--- config.mk ---
export PLATFORM = sky130hd
export DESIGN_NAME = ulpi_link_ctrl
export DESIGN_NICKNAME = d
export VERILOG_FILES = /design/src/rtl/ulpi_pkg.sv /design/src/rtl/ulpi_tx_shifter.sv /design/src/rtl/ulpi_link_ctrl.sv
export SDC_FILE = /design/constraint.sdc
export NUM_CORES = 1
export LEC_CHECK = 0
export CAP_MARGIN = 20
export CORE_MARGIN = 2
export CORE_UTILIZATION = 45
export DETAILED_ROUTE_END_ITERATION = 10
export PLACE_DENSITY = 0.74
export SYNTH_ARGS = -nofsm -noshare
export SYNTH_HDL_FRONTEND = slang
export SYNTH_HIERARCHICAL = 1
export SYNTH_SLANG_ARGS = --single-unit
--- constraint.sdc ---
create_clock -name clk -period 8 [get_ports clk]
set_input_delay 0.8 -clock clk [delete_from_list [all_inputs] [get_ports clk]]
set_output_delay 0.8 -clock clk [all_outputs]
set_load 0.02 [all_outputs]
--- src/rtl/ulpi_pkg.sv ---
// ulpi_pkg: shared state encoding, ULPI command constants and small helpers
// for the ULPI link-side controller.
package ulpi_pkg;

  // Link controller states.
  typedef enum logic [2:0] {
    ST_IDLE     = 3'd0,
    ST_TX_CMD   = 3'd1,
    ST_TX_DATA  = 3'd2,
    ST_TX_STP   = 3'd3,
    ST_TURN_IN  = 3'd4,
    ST_RX       = 3'd5,
    ST_TURN_OUT = 3'd6
  } ulpi_state_t;

  // Upper nibble of a TX CMD byte carrying a PID (transmit command).
  localparam logic [3:0] TXCMD_PREFIX = 4'b0100;

  // RxEvent field encodings inside an RX CMD byte.
  localparam logic [1:0] RXEVT_ACTIVE = 2'b01;
  localparam logic [1:0] RXEVT_ERROR  = 2'b11;

  // RX CMD field positions.
  localparam int RXCMD_LINESTATE_LSB = 0;
  localparam int RXCMD_LINESTATE_MSB = 1;
  localparam int RXCMD_VBUS_LSB      = 2;
  localparam int RXCMD_VBUS_MSB      = 3;
  localparam int RXCMD_RXEVT_LSB     = 4;
  localparam int RXCMD_RXEVT_MSB     = 5;

  // Build the TX CMD byte that opens a packet.
  function automatic logic [7:0] txcmd_byte(input logic [3:0] pid);
    return {TXCMD_PREFIX, pid};
  endfunction

  // True when the RxEvent field of an RX CMD reports RxActive.
  function automatic logic rxcmd_is_active(input logic [7:0] cmd);
    return cmd[RXCMD_RXEVT_MSB:RXCMD_RXEVT_LSB] == RXEVT_ACTIVE;
  endfunction

endpackage

--- src/rtl/ulpi_tx_shifter.sv ---
// ulpi_tx_shifter: holds one outgoing packet payload. The payload is loaded
// into a byte shift register; the current byte is always in the low byte and
// each accepted byte shifts the next one down. A separate index, compared to
// the clamped latched length, flags the final byte.
module ulpi_tx_shifter #(
  parameter int MAX_TX_BYTES = 64,
  parameter int LEN_W        = $clog2(MAX_TX_BYTES + 1)
) (
  input  logic                      clk,
  input  logic                      n_rst,
  input  logic                      i_load,
  input  logic [LEN_W-1:0]          i_len,
  input  logic [8*MAX_TX_BYTES-1:0] i_payload,
  input  logic                      i_advance,
  output logic [7:0]                o_cur_byte,
  output logic [7:0]                o_next_byte,
  output logic                      o_last,
  output logic                      o_empty
);

  logic [8*MAX_TX_BYTES-1:0] r_sh;
  logic [LEN_W-1:0]          r_len;
  logic [LEN_W-1:0]          r_idx;
  logic [8*MAX_TX_BYTES-1:0] w_shifted;

  // Requests longer than the buffer are sent as a full buffer.
  function automatic logic [LEN_W-1:0] clamp_len(input logic [LEN_W-1:0] len);
    if (len > LEN_W'(MAX_TX_BYTES)) begin
      return LEN_W'(MAX_TX_BYTES);
    end
    return len;
  endfunction

  assign w_shifted   = r_sh >> 8;
  assign o_cur_byte  = r_sh[7:0];
  assign o_next_byte = w_shifted[7:0];
  assign o_last      = (r_idx + LEN_W'(1)) == r_len;
  assign o_empty     = (r_len == '0);

  // Payload storage: loaded on accept, shifted down one byte per handshake.
  always_ff @(posedge clk) begin
    if (i_load) begin
      r_sh <= i_payload;
    end else if (i_advance) begin
      r_sh <= w_shifted;
    end
  end

  // Length and byte index bookkeeping; the index only counts up to len-1.
  always_ff @(posedge clk or negedge n_rst) begin
    if (!n_rst) begin
      r_len <= '0;
      r_idx <= '0;
    end else if (i_load) begin
      r_len <= clamp_len(i_len);
      r_idx <= '0;
    end else if (i_advance) begin
      r_idx <= r_idx + LEN_W'(1);
    end
  end

endmodule

--- src/rtl/ulpi_link_ctrl.sv ---
// ulpi_link_ctrl: ULPI link-side controller. Owns the ULPI bus in the ULPI
// clock domain: sends TX CMD + payload packets with nxt handshaking, decodes
// RX CMD and RX data bytes, and handles turnaround and PHY-initiated aborts.
// Every output is a register; status pulses follow the sampling edge.
module ulpi_link_ctrl #(
  parameter int MAX_TX_BYTES = 64,
  parameter int LEN_W        = $clog2(MAX_TX_BYTES + 1)
) (
  input  logic                      clk,
  input  logic                      n_rst,
  input  logic                      ulpi_dir,
  input  logic                      ulpi_nxt,
  input  logic [7:0]                ulpi_data_in,
  output logic [7:0]                ulpi_data_out,
  output logic                      ulpi_stp,
  input  logic                      tx_start,
  input  logic [3:0]                tx_pid,
  input  logic [LEN_W-1:0]          tx_len,
  input  logic [8*MAX_TX_BYTES-1:0] tx_payload,
  output logic                      tx_busy,
  output logic                      tx_done,
  output logic                      tx_abort,
  output logic                      rx_byte_valid,
  output logic [7:0]                rx_byte,
  output logic                      rx_cmd_valid,
  output logic [7:0]                rx_cmd,
  output logic                      rx_active
);

  import ulpi_pkg::*;

  ulpi_state_t r_state;
  logic [7:0]  r_data_out;
  logic        r_stp;
  logic        r_tx_busy;
  logic        r_tx_done;
  logic        r_tx_abort;
  logic        r_rx_byte_valid;
  logic [7:0]  r_rx_byte;
  logic        r_rx_cmd_valid;
  logic [7:0]  r_rx_cmd;
  logic        r_rx_active;

  logic        w_load;
  logic        w_advance;
  logic [7:0]  w_cur_byte;
  logic [7:0]  w_next_byte;
  logic        w_last;
  logic        w_empty;

  // A request is taken only in IDLE with the bus ours; dir wins otherwise.
  assign w_load    = (r_state == ST_IDLE) && !ulpi_dir && tx_start;
  // Shift to the following byte when a non-final data byte is accepted.
  assign w_advance = (r_state == ST_TX_DATA) && !ulpi_dir && ulpi_nxt && !w_last;

  ulpi_tx_shifter #(
    .MAX_TX_BYTES (MAX_TX_BYTES),
    .LEN_W        (LEN_W)
  ) u_tx_shifter (
    .clk         (clk),
    .n_rst       (n_rst),
    .i_load      (w_load),
    .i_len       (tx_len),
    .i_payload   (tx_payload),
    .i_advance   (w_advance),
    .o_cur_byte  (w_cur_byte),
    .o_next_byte (w_next_byte),
    .o_last      (w_last),
    .o_empty     (w_empty)
  );

  // Bus ownership FSM with registered bus drive, status pulses and RX capture.
  always_ff @(posedge clk or negedge n_rst) begin
    if (!n_rst) begin
      r_state         <= ST_IDLE;
      r_data_out      <= 8'h00;
      r_stp           <= 1'b0;
      r_tx_busy       <= 1'b0;
      r_tx_done       <= 1'b0;
      r_tx_abort      <= 1'b0;
      r_rx_byte_valid <= 1'b0;
      r_rx_byte       <= 8'h00;
      r_rx_cmd_valid  <= 1'b0;
      r_rx_cmd        <= 8'h00;
      r_rx_active     <= 1'b0;
    end else begin
      // Pulses last exactly one cycle unless re-armed below.
      r_stp           <= 1'b0;
      r_tx_done       <= 1'b0;
      r_tx_abort      <= 1'b0;
      r_rx_byte_valid <= 1'b0;
      r_rx_cmd_valid  <= 1'b0;

      case (r_state)
        ST_IDLE: begin
          r_data_out <= 8'h00;
          if (ulpi_dir) begin
            r_state <= ST_TURN_IN;
          end else if (tx_start) begin
            r_data_out <= txcmd_byte(tx_pid);
            r_tx_busy  <= 1'b1;
            r_state    <= ST_TX_CMD;
          end
        end

        ST_TX_CMD: begin
          if (ulpi_dir) begin
            r_data_out <= 8'h00;
            r_tx_abort <= 1'b1;
            r_tx_busy  <= 1'b0;
            r_state    <= ST_TURN_IN;
          end else if (ulpi_nxt) begin
            if (w_empty) begin
              r_data_out <= 8'h00;
              r_stp      <= 1'b1;
              r_tx_done  <= 1'b1;
              r_tx_busy  <= 1'b0;
              r_state    <= ST_TX_STP;
            end else begin
              r_data_out <= w_cur_byte;
              r_state    <= ST_TX_DATA;
            end
          end
        end

        ST_TX_DATA: begin
          if (ulpi_dir) begin
            r_data_out <= 8'h00;
            r_tx_abort <= 1'b1;
            r_tx_busy  <= 1'b0;
            r_state    <= ST_TURN_IN;
          end else if (ulpi_nxt) begin
            if (w_last) begin
              r_data_out <= 8'h00;
              r_stp      <= 1'b1;
              r_tx_done  <= 1'b1;
              r_tx_busy  <= 1'b0;
              r_state    <= ST_TX_STP;
            end else begin
              r_data_out <= w_next_byte;
            end
          end
        end

        ST_TX_STP: begin
          r_data_out <= 8'h00;
          r_state    <= ST_IDLE;
        end

        // Turnaround cycle: bus content is not valid yet.
        ST_TURN_IN: begin
          r_state <= ulpi_dir ? ST_RX : ST_TURN_OUT;
        end

        ST_RX: begin
          if (!ulpi_dir) begin
            r_state <= ST_TURN_OUT;
          end else if (ulpi_nxt) begin
            r_rx_byte       <= ulpi_data_in;
            r_rx_byte_valid <= 1'b1;
          end else begin
            r_rx_cmd       <= ulpi_data_in;
            r_rx_cmd_valid <= 1'b1;
            r_rx_active    <= rxcmd_is_active(ulpi_data_in);
          end
        end

        ST_TURN_OUT: begin
          r_rx_active <= 1'b0;
          r_state     <= ST_IDLE;
        end

        default: begin
          r_data_out <= 8'h00;
          r_tx_busy  <= 1'b0;
          r_state    <= ST_IDLE;
        end
      endcase
    end
  end

  assign ulpi_data_out = r_data_out;
  assign ulpi_stp      = r_stp;
  assign tx_busy       = r_tx_busy;
  assign tx_done       = r_tx_done;
  assign tx_abort      = r_tx_abort;
  assign rx_byte_valid = r_rx_byte_valid;
  assign rx_byte       = r_rx_byte;
  assign rx_cmd_valid  = r_rx_cmd_valid;
  assign rx_cmd        = r_rx_cmd;
  assign rx_active     = r_rx_active;

endmodule

==> results.sh, run 1 <==
export IMPL_p_leak_nw=10.7
export IMPL_cts_buffer_depth=3
export IMPL_num_nets_final=2398
export IMPL_reg2reg_depth=9
export IMPL_coreArea_um2=52800
export IMPL_synth_async_reset_ratio_pct=8.41
export IMPL_relSlewSlack_pct=21.1
export IMPL_avgSynthCellArea_um2=18.3
export IMPL_antenna_found_initial=23
export IMPL_gp_congestion=0.796
export IMPL_outcome="finished clean"
export IMPL_hold_buffers=0
export IMPL_vias=13368
export IMPL_drv_cap=0
export IMPL_drc_errors=0
export IMPL_rrSetupSlack_ns=3.39
export IMPL_drive_gt1_share_pct=32.8
export IMPL_hold_path_class="in2async"
export IMPL_yosysTopAreaCell="edfxtp_1"
export IMPL_start_kind="register"
export IMPL_overflow=0
export IMPL_max_stage_delay_ns=0.72
export IMPL_setup_viol=0
export IMPL_required_ns=8.20
export IMPL_initial_utilization_pct=45.6
export IMPL_ys_seq_area_share_pct=68.7
export IMPL_period_share_pct=57.6
export IMPL_crit_chain="ha_1, nand2b_1, a21o_1, a31oi_1, nor4_2, nor4_4, and2_1, or2_4, buf_12"
export IMPL_ant_nets=0
export IMPL_fmax_ghz=0.217
export IMPL_cts_resized=0
export IMPL_power_density_nw_per_um2=252
export IMPL_top_level_ports=567
export IMPL_fin_util_pct=60.7
export IMPL_fin_ws_ns=3.39
export IMPL_synth_cell_types=48
export IMPL_drt_first_pass_iters=5
export IMPL_cts_sinks=559
export IMPL_ys_ff_latch=559
export IMPL_fin_skew_ns=0.0158
export IMPL_clkLatencyLatePin_ns=0.60
export IMPL_worstSetupEndpointType="register"
export IMPL_synthToLayoutAreaGrowth_pct=32.9
export IMPL_final_max_slew_viol_count=0
export IMPL_synth_edf_count=512
export IMPL_clockRootBuffer="clkbuf_16"
export IMPL_die_area_um2=55400
export IMPL_routedWlPerCell_um=21.6
export IMPL_viasPerCell=5.12
export IMPL_synth_top_area_share_pct=63.8
export IMPL_arrival_ns=4.81
export IMPL_numPortBuffers=566
export IMPL_dp_worst_setup_slack_ns=3.19
export IMPL_dpl_cell_area_um2=30100
export IMPL_cts_tree="yes"
export IMPL_min_period_ns=4.61
export IMPL_wl_um=56300
export IMPL_cts_made_buffers=58
export IMPL_grt_pass1_wl_um=83700
export IMPL_cts_clk_slew_worst_paths_ns=0.06
export IMPL_h_tree_depth=2
export IMPL_netlist_top_cells_area="edfxtp_1 (64%), mux2_2 (24%), dfrtp_1 (4.9%), buf_4 (1.8%), buf_6 (0.65%)"
export IMPL_fin_tns_setup_ns=0
export IMPL_max_slew_worst_pin_slew_ns=1.18
export IMPL_row_count=84
export IMPL_first_global_vias=14112
export IMPL_r2r_end="u_tx_shifter/r_sh[320]"
export IMPL_fp_dieH_um=235
export IMPL_track_usage_pct=19.9
export IMPL_rsz0062_at_grt="no"
export IMPL_synthCells=1313
export IMPL_r2r_start="u_tx_shifter/r_idx[0]"
export IMPL_dp_hpwl_um=38900
export IMPL_cpMaxStageDelayCell="or2_4"
export IMPL_worstSetupPathType="reg2reg"
export IMPL_die_w_um=235
export IMPL_cts_setup_buffers=0
export IMPL_hold_violations=0
export IMPL_cp_max_fo=189
export IMPL_synth_ff_type="edfxtp_1"
export IMPL_synth_warnings=6
export IMPL_synth_nets=1850
export IMPL_netlist_area_um2=24100
export IMPL_grt_max_degree=194
export IMPL_design_area_um2=32000
export IMPL_irDropWorstVdd_v=0.000189
export IMPL_drt_iter0_markers=851
-- synth_stat cells, types with 3 or more instances --
master       n
mux2_2     522
edfxtp_1   512
buf_4       58
dfrtp_1     47
nor2_1      19
buf_6       14
buf_2       11
nand2_1     10
and2_1       9
o21ai_0      8
o2bb2ai_1    8
xnor2_1      8
xor2_1       8
inv_1        7
a221oi_1     6
nor2b_1      5
a31oi_1      4
nand2b_1     4
nand3_1      4
nand3b_1     4
nand4_1      4
a21oi_1      3
a22oi_1      3
clkbuf_1     3
-- cells in the final DEF, fill, tap and decap left out, types with 5 or more instances in the layout --
master,netlist,final
a221oi_1,6,6
and2_1,9,9
buf_12,0,6
clkbuf_1,3,17
clkbuf_16,0,61
clkbuf_8,0,6
clkdlybuf4s50_1,0,565
clkinv_1,0,10
clkinv_2,0,9
dfrtp_1,47,47
diode_2,0,14
edfxtp_1,512,512
inv_1,7,7
mux2_2,522,522
nand2_1,10,10
nor2_1,19,19
nor2b_1,5,5
o21ai_0,8,8
o2bb2ai_1,8,8
xnor2_1,8,8
xor2_1,8,8
-- layer usage --
metal  share of wire (%)  track usage [%]  vias up
met5                0.21                0        -
li1                    -                -     6214
met1                  38             22.9     6528
met2                  49             33.4      492
met3                 9.8             8.03      118
met4                 3.3             7.59       16
-- registers in the layout, indices dropped and copies added, names as in the netlist --
register / flops
u_tx_shifter/r_sh: 512
rx_byte: 8
rx_cmd: 8
ulpi_data_out: 8
u_tx_shifter/r_idx: 7
u_tx_shifter/r_len: 7
r_state: 3
rx_active: 1
rx_byte_valid: 1
rx_cmd_valid: 1
tx_abort: 1
tx_busy: 1
tx_done: 1
-- per-stage QoR --
step | std cells | hold slack (ns) | total power, mW
floorplan | 1313 | 0.504 | 4.91
global placement | 2488 | 0.473 | 5.39
detailed placement | 2488 | 0.473 | 5.44
CTS | 2598 | 0.427 | 8.14
global route | 2607 | 0.125 | 8.39
finish | 2613 | 0.127 | 8.06
-- power by group --
group	internal (mW)	leakage [nW]	total (mW)	switching (mW)
Sequential	3.73	5.26	3.90	0.168
Clock	1.57	0.927	2.67	1.10
Combinational	0.827	4.47	1.48	0.657
Total	6.13	10.7	8.06	1.92
-- how the worst max path moves through the flow --
stage / endpoint / start / cells past startpoint
final: u_tx_shifter/r_sh[320] / u_tx_shifter/r_idx[0] / 9
after global routing: u_tx_shifter/r_sh[320] / u_tx_shifter/r_idx[0] / 9
after CTS: u_tx_shifter/r_sh[320] / u_tx_shifter/r_idx[0] / 9
after detailed placement: u_tx_shifter/r_sh[320] / ulpi_dir / 5
after global placement: u_tx_shifter/r_sh[320] / ulpi_dir / 5
after floorplan: u_tx_shifter/r_sh[0] / u_tx_shifter/r_idx[1] / 9
-- cells by family after synthesis --
kind of cell	after synthesis	share of synthesized area (%)
buffers and inverters	94	2.86
AO/OA/AOI/OAI	41	1.24
XOR/XNOR	16	0.582
adder cells (fa/ha/maj)	1	0.0520
multiplexers	524	24.5
AND/OR/NAND/NOR	78	2.04
flip-flops	559	68.7
-- cell type report --
cell class	instances	area, um^2
diodes	14	35.0
clock buffers	84	1670
clock inverters	26	226
fillers	3984	20700
inverters	8	30.0
multi-input cells	660	6840
flip-flops and latches	559	16600
well taps	688	861
repair buffers	574	5800
-- worst max-delay path: cells and delay by family, from the launching register on --
family,cells,cell delay [ns]
buffers and inverters,1,0.61
DFF,1,0.47
adders and majority gates,1,0.31
and+or+nand+nor,5,2.07
AOI/OAI and AO/OA,2,0.36
Power figures use the tool's default switching activity.
==> inputs of run 2 (changes only) <==
==> constraint.sdc (replaced) <==
create_clock -name clk -period 3.96 [get_ports clk]
set_input_delay 0.396 -clock clk [delete_from_list [all_inputs] [get_ports clk]]
set_output_delay 0.396 -clock clk [all_outputs]
set_load 0.02 [all_outputs]
==> run 2 against run 1 <==
  * Via count rose by 0.64%
  * Combinational power rose by 110%
  * Worst hold slack improved by 0.15 ns
  * Global-route usage shrank 0.17 points
  * Clock skew rose by 0.00062 ns
  * Critical endpoint is now u_tx_shifter/r_sh[461]
==> results.sh, run 2 (same netlist as run 1, synthesis figures left out) <==
export IMPL_fin_skew_ns=0.0165
export IMPL_row_count=84
export IMPL_final_max_slew_viol_count=0
export IMPL_grt_pass1_wl_um=82500
export IMPL_overflow=0
export IMPL_hold_violations=0
export IMPL_drc_errors=0
export IMPL_dp_hpwl_um=39600
export IMPL_viasPerCell=5.13
export IMPL_drt_iter0_markers=979
export IMPL_initial_utilization_pct=45.6
export IMPL_arrival_ns=3.73
export IMPL_final_common_cell="clkdlybuf4s50_1"
export IMPL_cts_sinks=559
export IMPL_fp_dieH_um=235
export IMPL_top_level_ports=567
export IMPL_setup_viol=0
export IMPL_clkLatencyLatePin_ns=0.59
export IMPL_hold_path_class="in2async"
export IMPL_required_ns=4.18
export IMPL_top_layer_used="met5"
export IMPL_cts_tree="yes"
export IMPL_layout_common_cells="clkdlybuf4s50_1 (565), mux2_2 (522), edfxtp_1 (512), clkbuf_16 (61), dfrtp_1 (47)"
export IMPL_power_density_nw_per_um2=502
export IMPL_track_usage_pct=19.7
export IMPL_max_slew_worst_pin_slew_ns=0.898
export IMPL_met3WireLength_um=4980
export IMPL_power_mw=16.1
export IMPL_clockRootBuffer="clkbuf_16"
export IMPL_outcome="finished clean"
export IMPL_top_register="u_tx_shifter/r_sh"
export IMPL_period_share_pct=88.8
export IMPL_synthToLayoutAreaGrowth_pct=33.5
export IMPL_die_area_um2=55400
export IMPL_rsz0062_at_grt="no"
export IMPL_numPortBuffers=566
export IMPL_antenna_found_initial=21
export IMPL_fmax_ghz=0.284
export IMPL_h_tree_depth=2
export IMPL_first_global_vias=13960
export IMPL_worstSetupPathType="reg2reg"
export IMPL_wl_um=56200
export IMPL_m1WireLength_um=22000
export IMPL_min_period_ns=3.52
export IMPL_num_nets_final=2412
export IMPL_startpoint="u_tx_shifter/r_idx[0]"
export IMPL_relSlewSlack_pct=39.9
export IMPL_cts_clk_slew_worst_paths_ns=0.06
export IMPL_r2r_start="u_tx_shifter/r_idx[0]"
export IMPL_p_leak_nw=10.7
export IMPL_cts_setup_buffers=0
export IMPL_cts_made_buffers=59
export IMPL_largest_reg_flops=512
export IMPL_ant_nets=0
export IMPL_irDropWorstVdd_v=0.000367
export IMPL_start_kind="register"
export IMPL_cp_max_fo=121
export IMPL_rrSetupSlack_ns=0.44
export IMPL_drv_cap=0
export IMPL_cts_buffer_depth=3
export IMPL_routedWlPerCell_um=21.4
export IMPL_drt_first_pass_iters=5
export IMPL_worstSetupEndpointType="register"
export IMPL_holdWs_ns=0.275
export IMPL_drive_gt1_share_pct=32.9
export IMPL_die_w_um=235
export IMPL_vias=13453
export IMPL_reg2reg_depth=9
export IMPL_r2r_end="u_tx_shifter/r_sh[461]"
export IMPL_wl_met2_um=27700
export IMPL_coreArea_um2=52800
export IMPL_gp_congestion=0.848
export IMPL_grt_max_degree=139
run 2: changes by cell type in the layout (fill, tap and decap cells not counted), moves of 3 or more:
cell      previous run  this run
clkinv_1            10        14
clkbuf_8             6         2
inv_6                0         3
diode_2             14        11
buf_12               6        16
run 2: cell type report:
class | count | area (um^2)
multi-input combinational | 660 | 6860
clock buffer | 82 | 1630
tap | 688 | 861
sequential | 559 | 16600
timing repair buffer | 587 | 6020
clock inverter | 26 | 174
antenna | 11 | 27.5
fill | 3901 | 20600
inverter | 8 | 30.0
run 2: metal layers:
layer / up-vias / track usage (%)
met4: 20 / 6.58
met1: 6621 / 24.0
met3: 104 / 6.45
met2: 483 / 33.2
met5: - / 0
li1: 6225 / -
run 2: repair_timing:
item / CTS / global route
gates resized for setup: 0 / 0
hold buffers: 0 / 1
endpoints found under the hold margin: 0 / 16
run 2: power by group:
part	total, mW	switching [mW]	internal, mW
Clock	5.17	2.19	2.98
Sequential	7.88	0.355	7.53
Combinational	3.09	1.35	1.74
Total	16.1	3.90	12.2
run 2: worst max-delay path by stage:
stage,slack [ns],endpoint
floorplan,-1.99,u_tx_shifter/r_sh[0]
global placement,0.64,u_tx_shifter/r_sh[458]
detailed placement,0.53,u_tx_shifter/r_sh[508]
CTS,0.52,u_tx_shifter/r_sh[508]
global route,0.24,u_tx_shifter/r_sh[453]
finish,0.44,u_tx_shifter/r_sh[461]
run 2: per-stage QoR:
stage               std cells  utilization [%]  TNS (ns)  setup WS [ns]  cell area [um^2]
floorplan                1313                -  -1020.48          -1.99             24100
global placement         2500             57.4         0          0.640             30300
detailed placement       2500             57.4         0          0.527             30300
CTS                      2608             60.8         0          0.521             32100
global route             2618             60.9         0          0.235             32100
finish                   2621             60.9         0          0.444             32200
run 2: critical path: stages, from the launching register on:
cell and delay, ns:
dfrtp_1 0.51, ha_4 0.22, nand2b_1 0.11, a21o_1 0.21, a31oi_1 0.20, nor4_2 0.11, nor4_4 0.46, and2_1 0.45
or2_4 0.27, buf_12 0.48
==> inputs of run 3 (changes only) <==
--- a/config.mk
+++ b/config.mk
@@ -5,11 +5,12 @@
 export SDC_FILE = /design/constraint.sdc
 export NUM_CORES = 1
 export LEC_CHECK = 0
-export CAP_MARGIN = 20
+export CAP_MARGIN = 0
 export CORE_MARGIN = 2
 export CORE_UTILIZATION = 45
 export DETAILED_ROUTE_END_ITERATION = 10
 export PLACE_DENSITY = 0.74
+export SLEW_MARGIN = 40
 export SYNTH_ARGS = -nofsm -noshare
 export SYNTH_HDL_FRONTEND = slang
 export SYNTH_HIERARCHICAL = 1
==> run 3 against run 2 <==
  * Sequential power is essentially flat
  * Fmax grew 0.43%
  * Critical path type unchanged
  * Utilization grew 0.15 points
  * Non-clock buffer count shrank 1
  * Worst hold slack gained 0.088 ns
  * Highest routed layer unchanged
  * Largest cell class unchanged
  * Die area is the same
  * Clock power grew 4.3%
  * Critical endpoint is now u_tx_shifter/r_sh[453]
  * Via count grew 0.10%
  * Clock skew grew 0.0088 ns
  * Cell count is essentially flat
  * Sequential share of layout area shrank 0.13 points
  * Total power grew 1.4%
==> results.sh, run 3 (same netlist as run 1, synthesis figures left out) <==
export IMPL_outcome="finished clean"
export IMPL_fin_skew_ns=0.0253
export IMPL_fin_tns_setup_ns=0
export IMPL_num_nets_final=2410
export IMPL_row_count=84
export IMPL_layout_common_cells="clkdlybuf4s50_1 (565), mux2_2 (522), edfxtp_1 (512), clkbuf_16 (61), dfrtp_1 (47)"
export IMPL_coreArea_um2=52800
export IMPL_required_ns=4.17
export IMPL_arrival_ns=3.71
export IMPL_rsz0062_at_grt="no"
export IMPL_p_leak_nw=10.7
export IMPL_cts_made_buffers=58
export IMPL_cp_max_fo=121
export IMPL_power_density_nw_per_um2=508
export IMPL_first_global_vias=13995
export IMPL_relSlewSlack_pct=47.4
export IMPL_h_tree_depth=2
export IMPL_initial_utilization_pct=45.6
export IMPL_fill_cells=3877
export IMPL_period_share_pct=88.4
export IMPL_final_max_slew_viol_count=0
export IMPL_busiest_layer="met2"
export IMPL_largest_reg_flops=512
export IMPL_cts_resized=0
export IMPL_grt_max_degree=139
export IMPL_gp_congestion=0.848
export IMPL_crit_chain="ha_4, nand2b_1, a21o_1, a31oi_1, nor4_2, nor4_4, and2_1, or2_4, buf_12"
export IMPL_use_met3_pct=6.12
export IMPL_dpl_cell_area_um2=30300
export IMPL_synthToLayoutAreaGrowth_pct=33.9
export IMPL_top_register="u_tx_shifter/r_sh"
export IMPL_worstSetupEndpointType="register"
export IMPL_fp_dieH_um=235
export IMPL_cts_sinks=559
export IMPL_cts_tree="yes"
export IMPL_path_delay_family="simple AND/OR/NAND/NOR gates"
export IMPL_path_buf_inv=1
export IMPL_antenna_found_initial=20
export IMPL_die_area_um2=55400
export IMPL_cts_buffer_depth=3
export IMPL_worstSetupPathType="reg2reg"
export IMPL_vias=13467
export IMPL_overflow=0
export IMPL_min_period_ns=3.50
export IMPL_start_kind="register"
export IMPL_wl_um=56300
export IMPL_top_level_ports=567
export IMPL_reg2reg_depth=9
export IMPL_irDropWorstVdd_v=0.000342
export IMPL_grt_pass1_wl_um=82600
export IMPL_track_usage_pct=19.7
export IMPL_multi_input_area_um2=6870
export IMPL_fmax_ghz=0.286
export IMPL_drive_gt1_share_pct=33.0
export IMPL_drv_cap=0
export IMPL_final_common_cell="clkdlybuf4s50_1"
export IMPL_drc_errors=0
export IMPL_clkLatencyLatePin_ns=0.61
export IMPL_clockRootBuffer="clkbuf_16"
export IMPL_cts_setup_buffers=0
export IMPL_drt_iter0_markers=1064
export IMPL_viasPerCell=5.14
export IMPL_max_stage_delay_ns=0.53
export IMPL_cpMaxStageDelayCell="dfrtp_1"
export IMPL_die_w_um=235
export IMPL_crit_cells=9
export IMPL_met1_usage_pct=24.1
export IMPL_cts_clk_slew_worst_paths_ns=0.06
export IMPL_drt_first_pass_iters=4
export IMPL_routedWlPerCell_um=21.5
export IMPL_design_area_um2=32200
export IMPL_max_slew_worst_pin_slew_ns=0.789
export IMPL_setup_viol=0
export IMPL_hold_violations=0
export IMPL_hold_buffers=1
export IMPL_numPortBuffers=566
export IMPL_ant_nets=0
export IMPL_hold_path_class="in2async"
export IMPL_use_met2_pct=33.1
export IMPL_dp_hpwl_um=39500
export IMPL_seq_area_um2=16600
[run 3: where the power goes]
group          leakage (nW)  switching (mW)  total (mW)  internal [mW]
registers              5.26           0.358        7.88           7.53
logic                  4.56            1.36        3.09           1.74
clock network         0.921            2.21        5.39           3.19
total                  10.7            3.92        16.4           12.4
[run 3: worst paths after layout]
kind                                             from                     end  slack (ns)
worst max-delay path            u_tx_shifter/r_idx[0]  u_tx_shifter/r_sh[453]        0.46
worst min-delay path                            n_rst               rx_cmd[3]        0.36
worst max register to register  u_tx_shifter/r_idx[0]  u_tx_shifter/r_sh[453]        0.46
worst min register to register       ulpi_data_out[3]        ulpi_data_out[3]        0.50
max in group asynchronous                       n_rst   u_tx_shifter/r_idx[2]        3.12
min in group clk                            tx_len[3]   u_tx_shifter/r_len[3]        0.37
[run 3: layout make-up]
| class | instances | area share [%] |
|---|---|---|
| Antenna cell | 12 | 0.0932 |
| Clock buffer | 74 | 4.89 |
| Inverter | 8 | 0.0932 |
| Timing Repair Buffer | 586 | 18.6 |
| Sequential cell | 559 | 51.3 |
| Tap cell | 688 | 2.67 |
| Clock inverter | 35 | 0.970 |
| Multi-Input combinational cell | 660 | 21.3 |
[run 3: per-stage QoR]
stage / power, mW / cells / setup slack [ns] / hold WS [ns] / utilization, %
detailed placement: 11.1 / 2500 / 0.531 / 0.472 / 57.4
global route: 17.0 / 2618 / 0.264 / 0.355 / 61.1
finish: 16.4 / 2622 / 0.459 / 0.364 / 61.1
floorplan: 9.94 / 1313 / -1.99 / 0.100 / -
CTS: 16.5 / 2610 / 0.521 / 0.319 / 61.0
global placement: 11.0 / 2500 / 0.640 / 0.474 / 57.4
[run 3: worst reg2reg max path, cell delays in order, from the launching register on]
cell,delay [ns]
dfrtp_1,0.53
ha_4,0.22
nand2b_1,0.11
a21o_1,0.20
a31oi_1,0.20
nor4_2,0.10
nor4_4,0.46
and2_1,0.43
or2_4,0.26
buf_12,0.46
[run 3: per-layer routing]
layer  vias to the layer above  wire length (um)
met5                         -                81
met3                        89              4990
met2                       525             27800
met1                      6611             22000
li1                       6230                 -
met4                        12              1360
